File: src/rtl/axi_burst_master.sv
// AXI4 burst master. A write command streams a seeded counting pattern out
// on W. A read command fetches a burst and counts the beats whose data
// differs from that pattern. Response, ID and RLAST problems set resp_err.
module axi_burst_master #(
   parameter int  ADDR_WIDTH = 32,
   parameter int  DATA_WIDTH = 512,
   parameter int  ID_WIDTH   = 4,
   localparam int LANES      = DATA_WIDTH / 32,
   localparam int STRB_WIDTH = DATA_WIDTH / 8
) (
   input  logic                  ACLK,
   input  logic                  ARESETN,
   input  logic                  cmd_valid,
   output logic                  cmd_ready,
   input  logic                  cmd_write,
   input  logic [ADDR_WIDTH-1:0] cmd_addr,
   input  logic [7:0]            cmd_len,
   input  logic [ID_WIDTH-1:0]   cmd_id,
   input  logic [31:0]           cmd_seed,
   output logic                  done,
   output logic                  resp_err,
   output logic [15:0]           mismatch_cnt,
   output logic [ID_WIDTH-1:0]   AWID,
   output logic [ADDR_WIDTH-1:0] AWADDR,
   output logic [7:0]            AWLEN,
   output logic [2:0]            AWSIZE,
   output logic [1:0]            AWBURST,
   output logic                  AWVALID,
   input  logic                  AWREADY,
   output logic [DATA_WIDTH-1:0] WDATA,
   output logic [STRB_WIDTH-1:0] WSTRB,
   output logic                  WLAST,
   output logic                  WVALID,
   input  logic                  WREADY,
   input  logic [ID_WIDTH-1:0]   BID,
   input  logic [1:0]            BRESP,
   input  logic                  BVALID,
   output logic                  BREADY,
   output logic [ID_WIDTH-1:0]   ARID,
   output logic [ADDR_WIDTH-1:0] ARADDR,
   output logic [7:0]            ARLEN,
   output logic [2:0]            ARSIZE,
   output logic [1:0]            ARBURST,
   output logic                  ARVALID,
   input  logic                  ARREADY,
   input  logic [ID_WIDTH-1:0]   RID,
   input  logic [DATA_WIDTH-1:0] RDATA,
   input  logic [1:0]            RRESP,
   input  logic                  RLAST,
   input  logic                  RVALID,
   output logic                  RREADY
);

   typedef enum logic [2:0] {
      S_IDLE, S_WADDR, S_WDATA, S_WRESP, S_RADDR, S_RDATA, S_DONE
   } state_t;

   state_t                state_q, state_d;
   logic [ADDR_WIDTH-1:0] addr_q, addr_d;
   logic [7:0]            len_q, len_d;
   logic [7:0]            beat_q, beat_d;
   logic [ID_WIDTH-1:0]   id_q, id_d;
   logic [31:0]           seed_q, seed_d;
   logic                  resp_err_q, resp_err_d;
   logic [15:0]           mism_q, mism_d;
   logic                  cmd_ready_q, awvalid_q, wvalid_q, bready_q;
   logic                  arvalid_q, rready_q, done_q;
   logic [DATA_WIDTH-1:0] pattern;
   logic                  last_beat;

   // The write data and the read reference are the same pattern for the current beat.
   for (genvar k = 0; k < LANES; k++) begin : g_lane
      assign pattern[32*k +: 32] = seed_q + 32'(beat_q) * 32'(LANES) + 32'(k);
   end

   assign last_beat = (beat_q == len_q);

   // Next-state and datapath: command capture, beat counting, error and mismatch accounting.
   always_comb begin
      state_d    = state_q;
      addr_d     = addr_q;
      len_d      = len_q;
      id_d       = id_q;
      seed_d     = seed_q;
      beat_d     = beat_q;
      resp_err_d = resp_err_q;
      mism_d     = mism_q;
      case (state_q)
         S_IDLE: if (cmd_valid) begin
            addr_d     = cmd_addr;
            len_d      = cmd_len;
            id_d       = cmd_id;
            seed_d     = cmd_seed;
            beat_d     = 8'd0;
            resp_err_d = 1'b0;
            mism_d     = 16'd0;
            state_d    = cmd_write ? S_WADDR : S_RADDR;
         end
         S_WADDR: if (AWREADY) state_d = S_WDATA;
         S_WDATA: if (WREADY) begin
            beat_d = beat_q + 8'd1;
            if (last_beat) state_d = S_WRESP;
         end
         S_WRESP: if (BVALID) begin
            if (BRESP != 2'b00 || BID != id_q) resp_err_d = 1'b1;
            state_d = S_DONE;
         end
         S_RADDR: if (ARREADY) state_d = S_RDATA;
         S_RDATA: if (RVALID) begin
            beat_d = beat_q + 8'd1;
            if (RDATA != pattern && mism_q != 16'hFFFF) mism_d = mism_q + 16'd1;
            if (RRESP != 2'b00 || RID != id_q || RLAST != last_beat) resp_err_d = 1'b1;
            if (RLAST) state_d = S_DONE;
         end
         S_DONE:  state_d = S_IDLE;
         default: state_d = S_IDLE;
      endcase
   end

   // State and registered handshake outputs; each VALID/READY is decoded from the next state.
   always_ff @(posedge ACLK or negedge ARESETN) begin
      if (!ARESETN) begin
         state_q     <= S_IDLE;
         addr_q      <= '0;
         len_q       <= '0;
         id_q        <= '0;
         seed_q      <= '0;
         beat_q      <= '0;
         resp_err_q  <= 1'b0;
         mism_q      <= '0;
         cmd_ready_q <= 1'b1;
         awvalid_q   <= 1'b0;
         wvalid_q    <= 1'b0;
         bready_q    <= 1'b0;
         arvalid_q   <= 1'b0;
         rready_q    <= 1'b0;
         done_q      <= 1'b0;
      end else begin
         state_q     <= state_d;
         addr_q      <= addr_d;
         len_q       <= len_d;
         id_q        <= id_d;
         seed_q      <= seed_d;
         beat_q      <= beat_d;
         resp_err_q  <= resp_err_d;
         mism_q      <= mism_d;
         cmd_ready_q <= (state_d == S_IDLE);
         awvalid_q   <= (state_d == S_WADDR);
         wvalid_q    <= (state_d == S_WDATA);
         bready_q    <= (state_d == S_WRESP);
         arvalid_q   <= (state_d == S_RADDR);
         rready_q    <= (state_d == S_RDATA);
         done_q      <= (state_d == S_DONE);
      end
   end

   assign cmd_ready    = cmd_ready_q;
   assign done         = done_q;
   assign resp_err     = resp_err_q;
   assign mismatch_cnt = mism_q;

   assign AWID    = id_q;
   assign AWADDR  = addr_q;
   assign AWLEN   = len_q;
   assign AWSIZE  = 3'($clog2(STRB_WIDTH));
   assign AWBURST = 2'b01;
   assign AWVALID = awvalid_q;
   assign WDATA   = pattern;
   assign WSTRB   = '1;
   assign WLAST   = last_beat;
   assign WVALID  = wvalid_q;
   assign BREADY  = bready_q;
   assign ARID    = id_q;
   assign ARADDR  = addr_q;
   assign ARLEN   = len_q;
   assign ARSIZE  = 3'($clog2(STRB_WIDTH));
   assign ARBURST = 2'b01;
   assign ARVALID = arvalid_q;
   assign RREADY  = rready_q;

endmodule

File: config.mk
export PLATFORM = sky130hd
export DESIGN_NAME = axi_burst_master
export DESIGN_NICKNAME = d
export VERILOG_FILES = /design/src/rtl/axi_burst_master.sv
export SDC_FILE = /design/constraint.sdc
export NUM_CORES = 1
export LEC_CHECK = 0
export BUFFER_PORTS_ARGS = -buffer_cell sky130_fd_sc_hd__buf_2
export CAP_MARGIN = 20
export CELL_PAD_IN_SITES_DETAIL_PLACEMENT = 0
export CELL_PAD_IN_SITES_GLOBAL_PLACEMENT = 1
export CORE_AREA = 2 2 504 506
export DETAILED_ROUTE_END_ITERATION = 6
export DIE_AREA = 0 0 506 508
export PLACE_DENSITY_LB_ADDON = 0.1
export SLEW_MARGIN = 10
export SYNTH_ARGS = -nofsm -noshare
export SYNTH_HDL_FRONTEND = slang
export SYNTH_SLANG_ARGS = --single-unit
File: constraint.sdc
create_clock -name ACLK -period 8.4 [get_ports ACLK]
set_clock_uncertainty 0.15 [all_clocks]
set_input_delay 1.26 -clock ACLK [delete_from_list [all_inputs] [get_ports ACLK]]
set_output_delay 1.26 -clock ACLK [all_outputs]
set_load 0.02 [all_outputs]
==> impl_metrics.ini <==
[critical_path]
critPathArrivalTime_ns = 8.39
critical-path-max-stage-delay_ns = 0.62
critPathKind = reg2reg
critical_path.max_fanout = 9
cp.required_ns = 8.54
slowest_stage = sky130_fd_sc_hd__o21ai_1
worstSetupStartpointType = flip-flop
critical_path.endpoint_type = flip-flop
crit_path_cell_trace = ha_2 -> inv_1 -> fa_2 -> and2b_1 -> o21ai_1 -> o21ai_1 -> xnor2_2 -> inv_2 -> o211a_1 -> nand3_1 -> buf_4 -> nor2_1 -> o21ai_0 -> a22oi_1 -> o211ai_1 -> a211o_1 -> or4b_1 -> or4_4 -> o41a_1 -> buf_4 -> nand2_1 -> o221ai_1

[drt]
dr.pass1.iters = 6
first_iter_violations = 4271
drtAntennaViolNets = 0
routed_wl_mm = 388
routedWlPerCell_um = 43.5
post_dr_vias_cell = 4.64
route.vias.total = 41500
drc_errors = 0

[power_and_ir_drop]
power_per_cell_area_mw_per_mm2 = 423
netSwitchingFraction_pct = 69.6
power.ir.vdd_worst_mv = 0.147
seqPwrFrac_pct = 6.4
p_total_mw = 17.3
switching_power_mw = 12.1
p_int_mw = 5.27
combinational_cell_fraction_of_total_power_pct = 90.7
clock_power_share_pct = 2.9
power_leakage_nw = 16.7

[status]
outcome = completed

[synth]
ys_flop_type = sky130_fd_sc_hd__dfrtp_1
synth_cell_types = 105
synth-seq-area-share_pct = 10.1
synthCells = 4071
synthArstFlopShare_pct = 100
synth_enable_flop_cells = 0
synthesis.yosys.warnings = 0
syn_area_mm2 = 0.0275
synth_seq_cells = 111
syn_avg_cell_area_um2 = 6.76

[floorplan]
dieArea_mm2 = 0.257
die_boundary_height_um = 508
floorplan.initialDensity_pct = 10.9
num_io_pins = 1309
dieWidth_um = 506
num_rows = 185
core_area_mm2 = 0.252

[grt]
grt_max_degree = 64
grt_residual_overflow = 0
antenna_found_initial = 169
grt_pass1_wl_mm = 480
groute.usage.overall_pct = 28.8
vias_in_the_first_global_route = 40300

[cts]
clk_latency_ns = 0.42
cts_hold_buf = 0
tritoncts_num_sinks = 111
cts_inserted_buffers = 9
clockBufferDepth = 2
clkTransAtPathRegs_ns = 0.09
cts-root-buf = sky130_fd_sc_hd__clkbuf_16
tritoncts = yes
cts.htree.levels = 3

[run]
drv.max_cap_violation_count = 0

[layout]
area_growth_syn_to_layout_pct = 49.0
layout_cell_share_with_drive_strength_beyond_1_pct = 34.7
layout.filler_cells = 29700
finalNonFillerCells = 8929
nets = 6156

[sta]
slew_headroom_pct = 18.1
timing.final.setup_violations = 0
final_max_slew_viol_count = 0
worst_pin_slew_ns = 1.22
final_hold_violating_endpoints = 0
rsz0062_at_grt = false
achievable-frequency_mhz = 121
tmin_final_ns = 8.25
finalCritPeriodShare_pct = 98.2

[place]
port-buffer-count = 1234
gp_weighted_congestion = 0.987
hpwlAfterDp_mm = 343
placed_insts = 8868

[worst_hold_path]
min-delay-path-class = reg2reg
==> critical path, delay by kind of cell, from the launching register on <==
family,cells,cell delay [ns]
compound gates,9,3.34
simple gates,6,2.38
buf+inv,4,0.79
fa+ha+maj,2,0.66
flops,1,0.50
xor+xnor,1,0.27
==> cell usage in the layout (no fill, tap or decap), drive strengths merged, types with 40 or more instances in the layout <==
| master | count |
|---|---|
| buf | 1784 |
| xnor2 | 620 |
| nand2 | 497 |
| nor2 | 333 |
| nor3 | 202 |
| inv | 176 |
| nand3 | 168 |
| o21ai | 132 |
| nand4 | 128 |
| a21oi | 122 |
| dfrtp | 110 |
| nor4 | 102 |
| xor2 | 86 |
| conb | 74 |
| and3 | 62 |
| o22ai | 61 |
| or3 | 54 |
| o211ai | 49 |
| or4 | 40 |
==> power by group through the flow <==
stage / Combinational [mW] / Sequential, mW / Clock (mW)
2_1_floorplan: 7.54 / 1.05 / 0
3_3_place_gp: 15.6 / 1.13 / 0
3_5_place_dp: 15.6 / 1.12 / 0
4_1_cts: 15.6 / 1.12 / 0.546
5_1_grt: 16.2 / 1.15 / 0.557
6_report: 15.7 / 1.11 / 0.509
==> registers in the layout, indices dropped and copies added (netlist names) <==
name          cells
ARADDR           32
AWVALID           1
WVALID            1
seed_q           32
ARLEN             8
ARID              4
mismatch_cnt     16
ARVALID           1
beat_q            8
state_q           3
done              1
RREADY            1
cmd_ready         1
BREADY            1
resp_err          1
==> metal layers <==
metal  global-route usage [%]  wire, um  vias to the layer above
li1                         -         -                    17400
met1                     36.0    161000                    20900
met2                     47.3    177000                     2483
met3                     6.30     28600                      587
met4                     12.8     20600                      104
met5                        0       655                        -
==> through the flow <==
| step | worst slack (ns) | hold slack (ns) | setup TNS, ns | util (%) | instance area (um2) |
|---|---|---|---|---|---|
| 4_1_cts | 0.111 | 0.339 | 0 | 16.2 | 40800 |
| 6_report | 0.151 | 0.335 | 0 | 16.3 | 41000 |
| 5_1_grt | 0.00245 | 0.368 | 0 | 16.2 | 40900 |
| 2_1_floorplan | 1.75 | 0.300 | 0 | - | 27800 |
| 3_5_place_dp | -0.196 | 0.320 | -1.41 | 16.1 | 40500 |
| 3_3_place_gp | -2.25 | 0.318 | -34.52 | 16.0 | 40400 |
==> cell usage after synthesis, drive strengths merged, types with 110 or more instances <==
cell	n	area share, %
dfrtp	110	10
o21ai	132	2.4
a21oi	122	2.2
nand2	497	6.8
xnor2	620	20
nand3	168	3.1
nor3	202	3.7
nand4	128	2.9
buf	236	5.4
inv	174	2.4
nor2	333	4.6
clkbuf	181	2.5
==> final timing paths <==
kind / from / endpoint / slack (ns) / cells after the start
max: beat_q[0] / mismatch_cnt[14] / 0.15 / 22
min: seed_q[11] / seed_q[11] / 0.34 / 2
max reg2reg: beat_q[0] / mismatch_cnt[14] / 0.15 / 22
min reg2reg: seed_q[11] / seed_q[11] / 0.34 / 2
max in group asynchronous: ARESETN / WVALID / 6.14 / 2
min in group asynchronous: ARESETN / mismatch_cnt[11] / 0.71 / 1
==> repair_timing <==
action                                  in CTS  in global routing
endpoints found under the setup margin      16                 16
buffers inserted                             0                  6
pin swaps                                    0                  1
resized for setup                            3                  8
==> cell families after synthesis <==
kind of cell / count (synthesis) / share of synthesized area [%]
xor+xnor: 724 / 23.9
mux: 27 / 0.995
fa+ha+maj: 24 / 1.12
other cells: 2 / 0.0273
flops: 111 / 10.1
buf+inv: 595 / 10.3
simple gates: 1780 / 32.3
compound gates: 808 / 21.2
==> final cells by class <==
| type | instances | area (um2) | area share (%) |
|---|---|---|---|
| Antenna cell | 36 | 90.1 | 0.220 |
| Tap cell | 3366 | 4210 | 10.3 |
| Sequential cell | 111 | 2780 | 6.78 |
| Multi-Input combinational cell | 3437 | 22500 | 54.9 |
| Clock inverter | 5 | 65.1 | 0.159 |
| Clock buffer | 11 | 243 | 0.592 |
| Inverter | 178 | 668 | 1.63 |
| Timing Repair Buffer | 1785 | 10400 | 25.4 |
Note: power is estimated with default switching activity, not from simulation.
